`src/rtl/la_pkg.sv`:
```
// Shared constants and FSM encodings for the logic-analyzer trigger and
// the sample counter wrapper.
package la_pkg;

    localparam int STATE_BITS    = 3;
    localparam int LA_WIDTH      = 8;
    localparam int LA_DELAY_BITS = 16;

    typedef enum logic [STATE_BITS-1:0] {
        ST_IDLE    = 3'd0,
        ST_ARMED   = 3'd1,
        ST_DELAY   = 3'd2,
        ST_CAPTURE = 3'd3,
        ST_DONE    = 3'd4
    } la_state_e;

endpackage

```
`src/rtl/la_trigger_match.sv`:
```
// Probe synchroniser, previous-sample register and masked level/edge match
// against the latched trigger configuration.
module la_trigger_match
    import la_pkg::*;
#(
    parameter int WIDTH = LA_WIDTH
) (
    input  logic             clock,
    input  logic             reset,
    input  logic [WIDTH-1:0] probe_i,
    input  logic [WIDTH-1:0] mask_i,
    input  logic [WIDTH-1:0] value_i,
    input  logic [WIDTH-1:0] edge_i,
    input  logic             prime_i,
    output logic             match_o
);

    logic [WIDTH-1:0] sync1_q;
    logic [WIDTH-1:0] s_q;
    logic [WIDTH-1:0] p_q;
    logic [WIDTH-1:0] bit_ok;

    always_ff @(posedge clock) begin
        if (reset) begin
            sync1_q <= '0;
            s_q     <= '0;
            p_q     <= '0;
        end else begin
            sync1_q <= probe_i;
            s_q     <= sync1_q;
            p_q     <= s_q;
        end
    end

    // An edge channel needs the current level at value and the previous one away from it.
    assign bit_ok  = ~mask_i | (~(s_q ^ value_i) & (~edge_i | (p_q ^ value_i)));
    assign match_o = (&bit_ok) & ~prime_i;

endmodule

```
`src/rtl/la_trigger.sv`:
```
// Trigger/arming FSM: latches config on arm, waits for a probe match plus an
// optional delay, then holds start until the sample counter reports full.
module la_trigger
    import la_pkg::*;
#(
    parameter int WIDTH      = LA_WIDTH,
    parameter int DELAY_BITS = LA_DELAY_BITS
) (
    input  logic                  clock,
    input  logic                  reset,
    input  logic                  arm,
    input  logic                  abort,
    input  logic [WIDTH-1:0]      probe,
    input  logic [WIDTH-1:0]      trig_mask,
    input  logic [WIDTH-1:0]      trig_value,
    input  logic [WIDTH-1:0]      trig_edge,
    input  logic [DELAY_BITS-1:0] trig_delay,
    input  logic                  max_samples_reached,
    output logic                  start,
    output logic                  counter_clear,
    output logic                  armed,
    output logic                  triggered,
    output logic                  done,
    output logic [STATE_BITS-1:0] state
);

    la_state_e             state_q, state_d;
    logic [WIDTH-1:0]      mask_q, mask_d;
    logic [WIDTH-1:0]      value_q, value_d;
    logic [WIDTH-1:0]      edge_q, edge_d;
    logic [DELAY_BITS-1:0] delay_q, delay_d;
    logic [DELAY_BITS-1:0] cnt_q, cnt_d;
    logic                  prime_q, prime_d;
    logic                  clear_d;
    logic                  start_q, clear_q, armed_q, triggered_q, done_q;
    logic                  match;

    la_trigger_match #(.WIDTH(WIDTH)) u_match (
        .clock   (clock),
        .reset   (reset),
        .probe_i (probe),
        .mask_i  (mask_q),
        .value_i (value_q),
        .edge_i  (edge_q),
        .prime_i (prime_q),
        .match_o (match)
    );

    always_comb begin
        state_d = state_q;
        mask_d  = mask_q;
        value_d = value_q;
        edge_d  = edge_q;
        delay_d = delay_q;
        cnt_d   = cnt_q;
        prime_d = 1'b0;
        clear_d = 1'b0;

        if (abort) begin
            state_d = ST_IDLE;
        end else begin
            unique case (state_q)
                ST_IDLE, ST_DONE: begin
                    if (arm) begin
                        state_d = ST_ARMED;
                        mask_d  = trig_mask;
                        value_d = trig_value;
                        edge_d  = trig_edge;
                        delay_d = trig_delay;
                        prime_d = 1'b1;
                        clear_d = 1'b1;
                    end
                end
                ST_ARMED: begin
                    // match is already suppressed during the prime cycle
                    if (match) begin
                        if (delay_q == '0) begin
                            state_d = ST_CAPTURE;
                        end else begin
                            state_d = ST_DELAY;
                            cnt_d   = delay_q - DELAY_BITS'(1);
                        end
                    end
                end
                ST_DELAY: begin
                    if (cnt_q == '0) begin
                        state_d = ST_CAPTURE;
                    end else begin
                        cnt_d = cnt_q - DELAY_BITS'(1);
                    end
                end
                ST_CAPTURE: begin
                    if (max_samples_reached) begin
                        state_d = ST_DONE;
                    end
                end
                default: begin
                    state_d = ST_IDLE;
                end
            endcase
        end
    end

    always_ff @(posedge clock) begin
        if (reset) begin
            state_q     <= ST_IDLE;
            mask_q      <= '0;
            value_q     <= '0;
            edge_q      <= '0;
            delay_q     <= '0;
            cnt_q       <= '0;
            prime_q     <= 1'b0;
            start_q     <= 1'b0;
            clear_q     <= 1'b0;
            armed_q     <= 1'b0;
            triggered_q <= 1'b0;
            done_q      <= 1'b0;
        end else begin
            state_q     <= state_d;
            mask_q      <= mask_d;
            value_q     <= value_d;
            edge_q      <= edge_d;
            delay_q     <= delay_d;
            cnt_q       <= cnt_d;
            prime_q     <= prime_d;
            start_q     <= (state_d == ST_CAPTURE);
            clear_q     <= clear_d;
            armed_q     <= (state_d == ST_ARMED);
            triggered_q <= (state_d == ST_DELAY) || (state_d == ST_CAPTURE);
            done_q      <= (state_d == ST_DONE);
        end
    end

    assign start         = start_q;
    assign counter_clear = clear_q;
    assign armed         = armed_q;
    assign triggered     = triggered_q;
    assign done          = done_q;
    assign state         = state_q;

endmodule

```
`config.mk`:
```
export PLATFORM = sky130hd
export DESIGN_NAME = la_trigger
export DESIGN_NICKNAME = d
export VERILOG_FILES = /design/src/rtl/la_pkg.sv /design/src/rtl/la_trigger_match.sv /design/src/rtl/la_trigger.sv
export SDC_FILE = /design/constraint.sdc
export NUM_CORES = 1
export LEC_CHECK = 0
export CORE_ASPECT_RATIO = 0.7
export CORE_UTILIZATION = 50
export DETAILED_ROUTE_END_ITERATION = 16
export PLACE_DENSITY_LB_ADDON = 0.2
export REMOVE_ABC_BUFFERS = 1
export SYNTH_ARGS = -nofsm -noshare
export SYNTH_HDL_FRONTEND = slang
export SYNTH_SLANG_ARGS = --single-unit
```
`constraint.sdc`:
```
create_clock -name clock -period 3.45 [get_ports clock]
set_clock_uncertainty 0.15 [all_clocks]
set_input_delay 0.8625 -clock clock [delete_from_list [all_inputs] [get_ports clock]]
set_output_delay 0.8625 -clock clock [all_outputs]
set_load 0.03 [all_outputs]
```
==> results.md <==
* Worst Path Max Fanout at 9
* CP Class: flop to flop
* Core footprint at 7910 sq um
* Slowest-stage cell, CP: or3b_2
* Via count at 3657
* Multi-input logic area at 2200 sq um
* Root Driver: clkbuf_16
* Hold WC Path Type: flop to flop
* Via-to-Cell Ratio at 5.63
* Pwr per Cell Area at 515 nW/um^2
* Yosys Warn Count at 0
* Fmax at 318 MHz
* Hold-fix buffers, CTS at 0
* Slew @ Worst Pin at 0.801 ns
* Post-CTS Resized at 0
* TritonCTS sink count at 88
* RePlAce Congestion at 0.895
* Final nets at 598
* Number of global-route vias before repair at 3337
* Total power draw at 2.60 mW
* Slew Viols, Final at 0
* First-pass GRT wire length at 16200 um
* # port buffers at 60
* Sequential power share at 43.0%
* Total CTS buffers at 9
* Detailed Route WL at 9760 um
* Leading post-synthesis cells by cell area: dfxtp_1 (43%), nand2_1 (8.9%), a21oi_1 (7.5%)
* MaxCap Viol Count at 0
* Hpwl dp at 6340 um
* Clock transition at the registers of the reported paths at 0.07 ns
* Antenna violations before repair at 0
* Fillers at 717
* Mapped Area at 4110 sq um
* Post-layout min period at 3.15 ns
* Final ANT Viol Nets at 0
* Status: completed
* DR iter-0 viols at 285
* Chip Height at 77.9 um
* Ant diodes at 0
* Post-Route Setup TNS at 0 ns
* Largest net degree at the start of global routing at 83
* CTS tree: built
* Synth top area share at 42.8%
* Total Routing Usage GR at 23.4%
* Crit path required time at 3.51 ns
* Sequential share of the synthesized area at 42.8%
* Net Sw Frac at 28.1%
* Die X at 110 um
* Final hold violations at 0
* Share of cells above drive strength 1 at 8.38%
* Logic pwr share at 17.9%
* Clock power frac at 39.1%
* Maximum vdd ir drop at 0.000389 V
* Row cnt at 27
* Startpoint Class: flop
* Distinct cells, synth at 64
* Post-synth ARST share at 0%
* CP dominant cell by count: o211ai_1
* Design area at 5060 sq um
* Initial Util at 52.0%
* Setup Fix Bufs, Post-CTS at 0
* Critical Path End Type: flop
* Number of synthesized flops with an enable pin at 0
* Primary FF master, synth: dfxtp_1
* Die area at 8600 sq um
* Relative slew margins at 46.6%
* Cell count after synthesis at 499
* Worst-path cell chain: or3b_2, mux2i_1, ha_1, nand2b_4, a2111oi_0, o21ai_0, o211ai_1, o211ai_1
* Remaining Overflow, GRT at 0
* Syn_area_per_cell at 8.24 sq um
* Flops & latches, synth at 88
* H-tree depth at 3
* Worst Setup Slack, final at 0.304 ns
* Final worst-path cycle share at 91.2%
* I/O pin cnt at 61
* Syn-to-layout area delta at 23.0%
* Unrepaired setup endpoints after global routing: false
* Placed Area at 4750 sq um
* Routed len/inst at 15.0 um
* Pre-CTS WS at 0.427 ns
* Clock Tree Buf Depth at 2
* Net Switching at 0.732 mW
* Clk Latency, worst-skew pair at 0.34 ns
* Delay-heaviest family, CP: compound AO/OA/AOI/OAI gates
* Critical Path AT at 3.20 ns
* Setup Viol. Count Final at 0
* Yosys top cell by area: dfxtp_1
* Pint at 1.87 mW
* Worst Path Buf+Inv at 0
* CP peak stage delay at 0.57 ns
* Register area at 1760 sq um
* Drt first pass iters at 5
* LEAKAGE at 1.90 nW
* Post-route DRC at 0
-- state kept, by name, indices dropped and copies added (netlist names) --
name and cells:
cnt_q 16, start 1, value_q 8, u_match.sync1_q 8, counter_clear 1, u_match.p_q 8
delay_q 16, armed 1, edge_q 8, mask_q 8, triggered 1, state 3
done 1, u_match.s_q 8
-- layer usage --
| metal | vias to the layer above | track usage, % | wire length [um] |
|---|---|---|---|
| met4 | 0 | 9.47 | 169 |
| li1 | 1844 | - | - |
| met1 | 1660 | 32.3 | 4870 |
| met2 | 135 | 35.0 | 4090 |
| met5 | - | 0 | 0 |
| met3 | 18 | 5.78 | 629 |
-- cells in the mapped netlist (3+ instances only) --
cell	count
nand3_1	6
o21ai_0	12
a21o_2	4
or4_1	5
xnor2_1	9
nand2_1	98
dfxtp_1	88
nor4_1	6
o211ai_1	4
o31ai_1	6
a21oi_1	62
a2111oi_0	4
and2_1	8
a31oi_1	5
nor2b_1	26
nor3_1	11
mux2i_1	6
clkbuf_1	25
a21o_1	5
nand3b_1	3
xor2_1	13
or2_2	6
a311oi_1	3
o311ai_0	3
nor2_1	29
nor4b_1	4
-- logic make-up (layout without fill, tap and decap cells) --
logic type                 count (synthesis)  in the layout  share of synthesized area, %
and+or+nand+nor                          221            221                          27.1
muxes                                      7              7                          1.73
buffers and inverters                     34             84                          3.80
xor gates and xnor gates                  22             22                          4.69
adders and majority gates                  1              1                         0.304
DFF                                       88             88                          42.8
AOI/OAI and AO/OA                        126            126                          19.5
-- power groups by stage --
stage | sequential, mW | clock [mW] | combinational, mW
finish | 1.12 | 1.02 | 0.466
global route | 1.13 | 1.07 | 0.510
CTS | 1.12 | 1.03 | 0.461
detailed placement | 1.14 | 0 | 0.456
global placement | 1.14 | 0 | 0.447
floorplan | 1.13 | 0 | 0.292
-- layout by cell type, fill, tap and decap left out, types with 2 or more instances in the layout --
| cell type | Yosys | layout |
|---|---|---|
| inv_1 | 2 | 2 |
| nand4_1 | 2 | 2 |
| nand3b_1 | 3 | 3 |
| xnor2_1 | 9 | 9 |
| clkbuf_16 | 0 | 9 |
| o311ai_0 | 3 | 3 |
| nand2_1 | 98 | 98 |
| a21o_2 | 4 | 4 |
| and3_1 | 2 | 2 |
| buf_4 | 0 | 4 |
| or2_2 | 6 | 6 |
| o22ai_1 | 2 | 2 |
| inv_6 | 0 | 2 |
| nor3_1 | 11 | 11 |
| dfxtp_1 | 88 | 88 |
| a21o_1 | 5 | 5 |
| o21ai_0 | 12 | 12 |
| nor4_1 | 6 | 6 |
| nor2b_1 | 26 | 26 |
| nand3_1 | 6 | 6 |
| nor2_1 | 29 | 28 |
| o31ai_1 | 6 | 6 |
| a31oi_1 | 5 | 5 |
| a2111oi_0 | 4 | 4 |
| a21oi_1 | 62 | 62 |
| a311oi_1 | 3 | 3 |
| xor2_1 | 13 | 13 |
| o211ai_1 | 4 | 4 |
| or4_1 | 5 | 5 |
| a22oi_1 | 2 | 2 |
| mux2i_1 | 6 | 6 |
| nor4b_1 | 4 | 4 |
| clkinvlp_4 | 0 | 2 |
| and2_1 | 8 | 8 |
| or3_1 | 2 | 2 |
| a32oi_1 | 2 | 2 |
| clkdlybuf4s50_1 | 0 | 59 |
-- worst register-to-register path, stage by stage (launching register included) --
cell and delay (ns):
dfxtp_1 0.48, or3b_2 0.57, mux2i_1 0.23, ha_1 0.33, nand2b_4 0.13, a2111oi_0 0.54
o21ai_0 0.19, o211ai_1 0.25, o211ai_1 0.14
-- path summary, 6_finish.rpt --
kind,startpoint,depth (start not counted),slack (ns),end
worst max-delay path,state[1]$_SDFF_PP0_,8,0.30,cnt_q[8]$_SDFFE_PP0P_
worst min-delay path,u_match.sync1_q[6]$_SDFF_PP0_,1,0.29,u_match.s_q[6]$_SDFF_PP0_
worst max register to register,state[1]$_SDFF_PP0_,8,0.30,cnt_q[8]$_SDFFE_PP0P_
worst min register to register,u_match.sync1_q[6]$_SDFF_PP0_,1,0.29,u_match.s_q[6]$_SDFF_PP0_
-- stage by stage --
| stage | instances | utilization, % | hold slack, ns |
|---|---|---|---|
| 2_1_floorplan | 468 | - | 0.264 |
| 4_1_cts | 650 | 64.0 | 0.288 |
| 5_1_grt | 650 | 64.0 | 0.315 |
| 3_3_place_gp | 634 | 60.1 | 0.268 |
| 3_5_place_dp | 634 | 60.1 | 0.276 |
| 6_report | 650 | 64.0 | 0.286 |
-- final cells by class --
cell class	count	share of cell area, %
Tap cell	101	2.50
Sequential cell	88	34.8
Inverter	3	0.223
Multi-Input combinational cell	377	43.5
Timing Repair Buffer	65	12.8
Clock inverter	6	1.46
Clock buffer	10	4.72
No activity file was read; power rests on OpenSTA's default activity.
